==> config.mk <==
export PLATFORM = sky130hd
export DESIGN_NAME = alu_issue_ctrl
export DESIGN_NICKNAME = d
export VERILOG_FILES = /design/src/rtl/alu_issue_ctrl.sv
export SDC_FILE = /design/constraint.sdc
export NUM_CORES = 1
export LEC_CHECK = 0
export ABC_AREA = 1
export CAP_MARGIN = 40
export CORE_ASPECT_RATIO = 0.6
export CORE_MARGIN = 1.5
export CORE_UTILIZATION = 54
export CTS_CLUSTER_DIAMETER = 80
export DETAILED_ROUTE_END_ITERATION = 12
export GPL_TIMING_DRIVEN = 1
export MAX_ROUTING_LAYER = met4
export PLACE_DENSITY = 0.78
export REMOVE_ABC_BUFFERS = 1
export SYNTH_ARGS = -nofsm -noshare
export SYNTH_HDL_FRONTEND = slang
export SYNTH_SLANG_ARGS = --single-unit
==> constraint.sdc <==
create_clock -name CLK -period 2.55 [get_ports CLK]
set_input_delay 0.255 -clock CLK [delete_from_list [all_inputs] [get_ports CLK]]
set_output_delay 0.255 -clock CLK [all_outputs]
set_load 0.1 [all_outputs]
==> src/rtl/alu_issue_ctrl.sv <==
// Issue stage for the ALU: buffers operand/command packets in a small FIFO and issues them one at
// a time, holding each on the bus for its result latency before pulsing res_sample.
module alu_issue_ctrl #(
   parameter int unsigned WIDTH     = 8,
   parameter int unsigned CMD_WIDTH = 4,
   parameter int unsigned DEPTH     = 4,
   parameter int unsigned BASE_LAT  = 1,
   parameter int unsigned MUL_LAT   = 2
) (
   input  logic                         CLK,
   input  logic                         RST,
   input  logic                         s_valid,
   output logic                         s_ready,
   input  logic [WIDTH-1:0]             s_opa,
   input  logic [WIDTH-1:0]             s_opb,
   input  logic                         s_cin,
   input  logic                         s_mode,
   input  logic [CMD_WIDTH-1:0]         s_cmd,
   input  logic [1:0]                   s_inp_valid,
   output logic [WIDTH-1:0]             OPA,
   output logic [WIDTH-1:0]             OPB,
   output logic                         CIN,
   output logic                         MODE,
   output logic [CMD_WIDTH-1:0]         CMD,
   output logic [1:0]                   INP_VALID,
   output logic                         CE,
   output logic                         res_sample,
   output logic [CMD_WIDTH-1:0]         res_cmd,
   output logic                         res_mode,
   output logic [$clog2(DEPTH+1)-1:0]   level,
   output logic                         busy
);

   localparam int unsigned PW      = $clog2(DEPTH);
   localparam int unsigned LW      = $clog2(DEPTH + 1);
   localparam int unsigned PKT_W   = 2 * WIDTH + CMD_WIDTH + 4;
   localparam int unsigned MAX_LAT = (MUL_LAT > BASE_LAT) ? MUL_LAT : BASE_LAT;
   localparam int unsigned CNT_W   = (MAX_LAT > 1) ? $clog2(MAX_LAT) : 1;

   localparam logic [1:0] S_IDLE  = 2'd0;
   localparam logic [1:0] S_ISSUE = 2'd1;
   localparam logic [1:0] S_WAIT  = 2'd2;

   localparam logic [CNT_W-1:0] MUL_CNT  = CNT_W'(MUL_LAT - 1);
   localparam logic [CNT_W-1:0] BASE_CNT = CNT_W'(BASE_LAT - 1);

   logic [PKT_W-1:0]     r_mem [DEPTH];
   logic [PW-1:0]        r_wr_ptr;
   logic [PW-1:0]        r_rd_ptr;
   logic [LW-1:0]        r_level;
   logic                 r_ready;
   logic [1:0]           r_state;
   logic [CNT_W-1:0]     r_cnt;
   logic [WIDTH-1:0]     r_opa;
   logic [WIDTH-1:0]     r_opb;
   logic                 r_cin;
   logic                 r_mode;
   logic [CMD_WIDTH-1:0] r_cmd;
   logic [1:0]           r_iv;

   logic                 w_push;
   logic                 w_pop;
   logic [LW-1:0]        w_level_nxt;
   logic [PKT_W-1:0]     w_head;
   logic                 w_is_mul;

   assign w_push   = s_valid && r_ready;
   assign w_pop    = (r_state == S_IDLE) && (r_level != '0);
   assign w_head   = r_mem[r_rd_ptr];
   assign w_is_mul = r_mode && ((r_cmd == CMD_WIDTH'(9)) || (r_cmd == CMD_WIDTH'(10)));

   always_comb begin
      w_level_nxt = r_level;
      if (w_push && !w_pop) begin
         w_level_nxt = r_level + LW'(1);
      end else if (w_pop && !w_push) begin
         w_level_nxt = r_level - LW'(1);
      end
   end

   // Storage has no reset; only pointers and occupancy define what is valid.
   always_ff @(posedge CLK) begin
      if (w_push) begin
         r_mem[r_wr_ptr] <= {s_opa, s_opb, s_cin, s_mode, s_cmd, s_inp_valid};
      end
   end

   always_ff @(posedge CLK) begin
      if (RST) begin
         r_wr_ptr <= '0;
         r_rd_ptr <= '0;
         r_level  <= '0;
         r_ready  <= 1'b1;
      end else begin
         if (w_push) begin
            r_wr_ptr <= r_wr_ptr + PW'(1);
         end
         if (w_pop) begin
            r_rd_ptr <= r_rd_ptr + PW'(1);
         end
         r_level <= w_level_nxt;
         r_ready <= (w_level_nxt != LW'(DEPTH));
      end
   end

   always_ff @(posedge CLK) begin
      if (RST) begin
         r_state <= S_IDLE;
         r_cnt   <= '0;
         r_opa   <= '0;
         r_opb   <= '0;
         r_cin   <= 1'b0;
         r_mode  <= 1'b0;
         r_cmd   <= '0;
         r_iv    <= 2'b00;
      end else begin
         case (r_state)
            S_IDLE: begin
               if (w_pop) begin
                  r_opa   <= w_head[CMD_WIDTH+4+WIDTH +: WIDTH];
                  r_opb   <= w_head[CMD_WIDTH+4 +: WIDTH];
                  r_cin   <= w_head[CMD_WIDTH+3];
                  r_mode  <= w_head[CMD_WIDTH+2];
                  r_cmd   <= w_head[CMD_WIDTH+1:2];
                  r_iv    <= w_head[1:0];
                  r_state <= S_ISSUE;
               end
            end
            S_ISSUE: begin
               r_cnt   <= w_is_mul ? MUL_CNT : BASE_CNT;
               r_state <= S_WAIT;
            end
            S_WAIT: begin
               if (r_cnt == '0) begin
                  r_state <= S_IDLE;
               end else begin
                  r_cnt <= r_cnt - CNT_W'(1);
               end
            end
            default: r_state <= S_IDLE;
         endcase
      end
   end

   assign s_ready    = r_ready;
   assign level      = r_level;
   assign OPA        = r_opa;
   assign OPB        = r_opb;
   assign CIN        = r_cin;
   assign MODE       = r_mode;
   assign CMD        = r_cmd;
   assign CE         = (r_state != S_IDLE);
   assign busy       = (r_state != S_IDLE);
   assign INP_VALID  = (r_state != S_IDLE) ? r_iv : 2'b00;
   assign res_sample = (r_state == S_WAIT) && (r_cnt == '0);
   assign res_cmd    = r_cmd;
   assign res_mode   = r_mode;

endmodule

==> impl_metrics.ini <==
[critical_path]
critPathLaunchType = flip-flop
critPathMaxFanout = 6
worstSetupEndpointType = primary output
required_ns = 2.30
worstPathArrival_ns = 1.57
crit_type = reg -> out

[floorplan]
placeableCoreArea_sq_um = 9290
placementRows = 27
die_w_um = 130
io_pins = 63
die_area_sq_um = 10300
die_y_um = 79.2
initial_core_util_pct = 56.2

[synthesis]
yosysWarnings = 0
async_reset_ff_share_pct = 0
synthMuxAreaShare_pct = 0
synthFlopType = edfxtp_1
synth-adder-area-share_pct = 2.39
yosys.area_share.simple_pct = 11.1
yosysTopAreaCell = edfxtp_1
synth_seq_area_share_pct = 68.6
synthXorXnorAreaFrac_pct = 0.335
syn-cell-area_sq_um = 5230
synth_top_area_share_pct = 55.2
synth_edf_count = 96
synth_top_family_by_area = simple AND/OR/NAND/NOR gates
synth_cells = 481
synth_most_common_cell = nor2_1
synthTopCellsByCount = 127 x nor2_1, 96 x edfxtp_1, 75 x o21ai_1
synth.distinct_cells = 20
synth_compound_area_share_pct = 10.8
yosys-top-cells-area = edfxtp_1 55%, dfxtp_1 13%, nor2_1 9.1%
avgSynthCellArea_sq_um = 10.9
ys_ff_latch = 131

[clock_network]
cts_setup_buffers = 0
tritoncts = done
ctsResizeCount = 0
h-tree-depth = 4
clk_path_buf_depth = 2
clk_latency_ns = 0.41
cts_sinks = 131
clockRootBuffer = clkbuf_16
cts_buffers = 17
cts.hold.buffers_added = 0
path_clk_slew_ns = 0.06

[grt]
grt_pass1_wl_um = 17200
grt_max_degree = 50
first_global_vias = 3426
antenna_found_initial = 0
track_usage_pct = 23.6
overflow = 0

[placement]
gp_routability_congestion = 0.812
port_buffers = 62
hpwlAfterDp_um = 6660
placed_cells = 654
place_worst_setup_slack_ns = 0.556
dpl_cell_area_sq_um = 5840

[timing]
skew_ns = 0.00858
fin_crit_sh_pct = 71.5
rsz0062_at_grt = no
fin_crit_ns = 1.82
slew_viol_final = 0
slew_headroom_pct = 43.8
setup_viol = 0
worst_slack_ns = 0.726
finalHoldViolations = 0
worstMarginPinSlew_ns = 0.842
max_freq_mhz = 548

[drt]
wire_per_inst_um = 15.9
wl_um = 10900
drt_iter0_drc = 296
via_per_inst = 5.27
vias = 3617
drt_first_pass_iters = 4
drc = 0
antenna_left = 0

[cells_and_area]
fill_cells = 655
synthToLayoutAreaGrowth_pct = 24.2
antenna_cells = 0
stdcell_area_sq_um = 6490
nets = 580
instances_no_fill = 686
drive_gt1_share_pct = 15.5

[power]
finalPower_mw = 8.87
vdd_drop_max_mv = 1.08
leakage_nw = 2.62
p_per_area_nw_per_um2 = 1370

[job]
maxCapViolations = 0

[status]
outcome = complete, no violations

[worst_hold_path]
hp-class = in -> reg
-- sequential cells by signal, indices dropped and copies added (netlist names) --
name      cells
MODE          1
OPB           8
CMD           4
r_rd_ptr      2
r_iv          2
CIN           1
r_mem        96
r_state       2
r_wr_ptr      2
r_cnt         1
level         3
OPA           8
s_ready       1
-- worst paths after layout --
check	from	endpoint	slack, ns	cells after the start
worst min-delay path	s_opb[6]	r_mem[2][14]$_DFFE_PP_	0.50	1
worst min register to register	r_state[0]$_SDFFE_PP0P_	r_state[0]$_SDFFE_PP0P_	0.50	2
worst max-delay path	r_state[0]$_SDFFE_PP0P_	INP_VALID[1]	0.73	4
worst max register to register	r_state[0]$_SDFFE_PP0P_	s_ready$_SDFF_PP1_	0.74	9
-- routing by layer --
metal,part of all wire [%],GRT usage (%)
met1,47,31.0
met5,0,-
met4,0.97,7.78
met2,47,36.1
met3,5.4,6.47
-- worst max-delay path: stages (launching register included) --
cell and delay (ns):
dfxtp_1 0.36, inv_1 0.08, ha_1 0.29, nor2_1 0.13, buf_4 0.29
-- kinds of logic (layout without fill, tap and decap cells) --
| kind of cell | Yosys count | after routing |
|---|---|---|
| adders and majority gates | 10 | 10 |
| xor gates and xnor gates | 2 | 2 |
| AOI/OAI and AO/OA | 113 | 113 |
| and+or+nand+nor | 150 | 150 |
| buffers and inverters | 75 | 150 |
| DFF | 131 | 131 |
-- report_power, final --
part,internal [mW],switching (mW)
clock network,1.82,0.838
registers,2.63,0.152
logic,0.787,2.65
total,5.23,3.64
-- layout make-up --
cell class                      instances  area [sq um]  area share, %
Sequential cell                       131          3580           55.2
Clock inverter                         13           213           3.28
Tap cell                              130           163           2.51
Multi-Input combinational cell        275          1300           20.1
Timing Repair Buffer                   73           626           9.64
Clock buffer                           19           433           6.67
Inverter                               45           169           2.60
-- cell usage in the layout (no fill, tap or decap) --
cell type,instances
o21ai_0,26
a21oi_1,11
nand4_1,2
xor2_1,2
buf_12,1
dfxtp_2,1
buf_4,46
nor2_1,123
nand2_2,3
nand3_1,5
inv_1,42
clkbuf_1,2
ha_1,10
inv_2,3
clkinv_1,2
dfxtp_1,34
clkinv_2,5
o22ai_1,1
bufinv_16,6
nor2_2,4
edfxtp_1,96
nand2_1,13
o21ai_1,75
clkbuf_16,17
clkdlybuf4s50_1,26
-- per-stage QoR --
stage               hold WS [ns]  utilization [%]  TNS, ns
detailed placement         0.489             62.9        0
floorplan                  0.324                -   -28.90
finish                     0.496             69.8        0
global placement           0.472             62.9        0
CTS                        0.479             69.8        0
global route               0.497             69.8        0
Power figures use the tool's default switching activity.
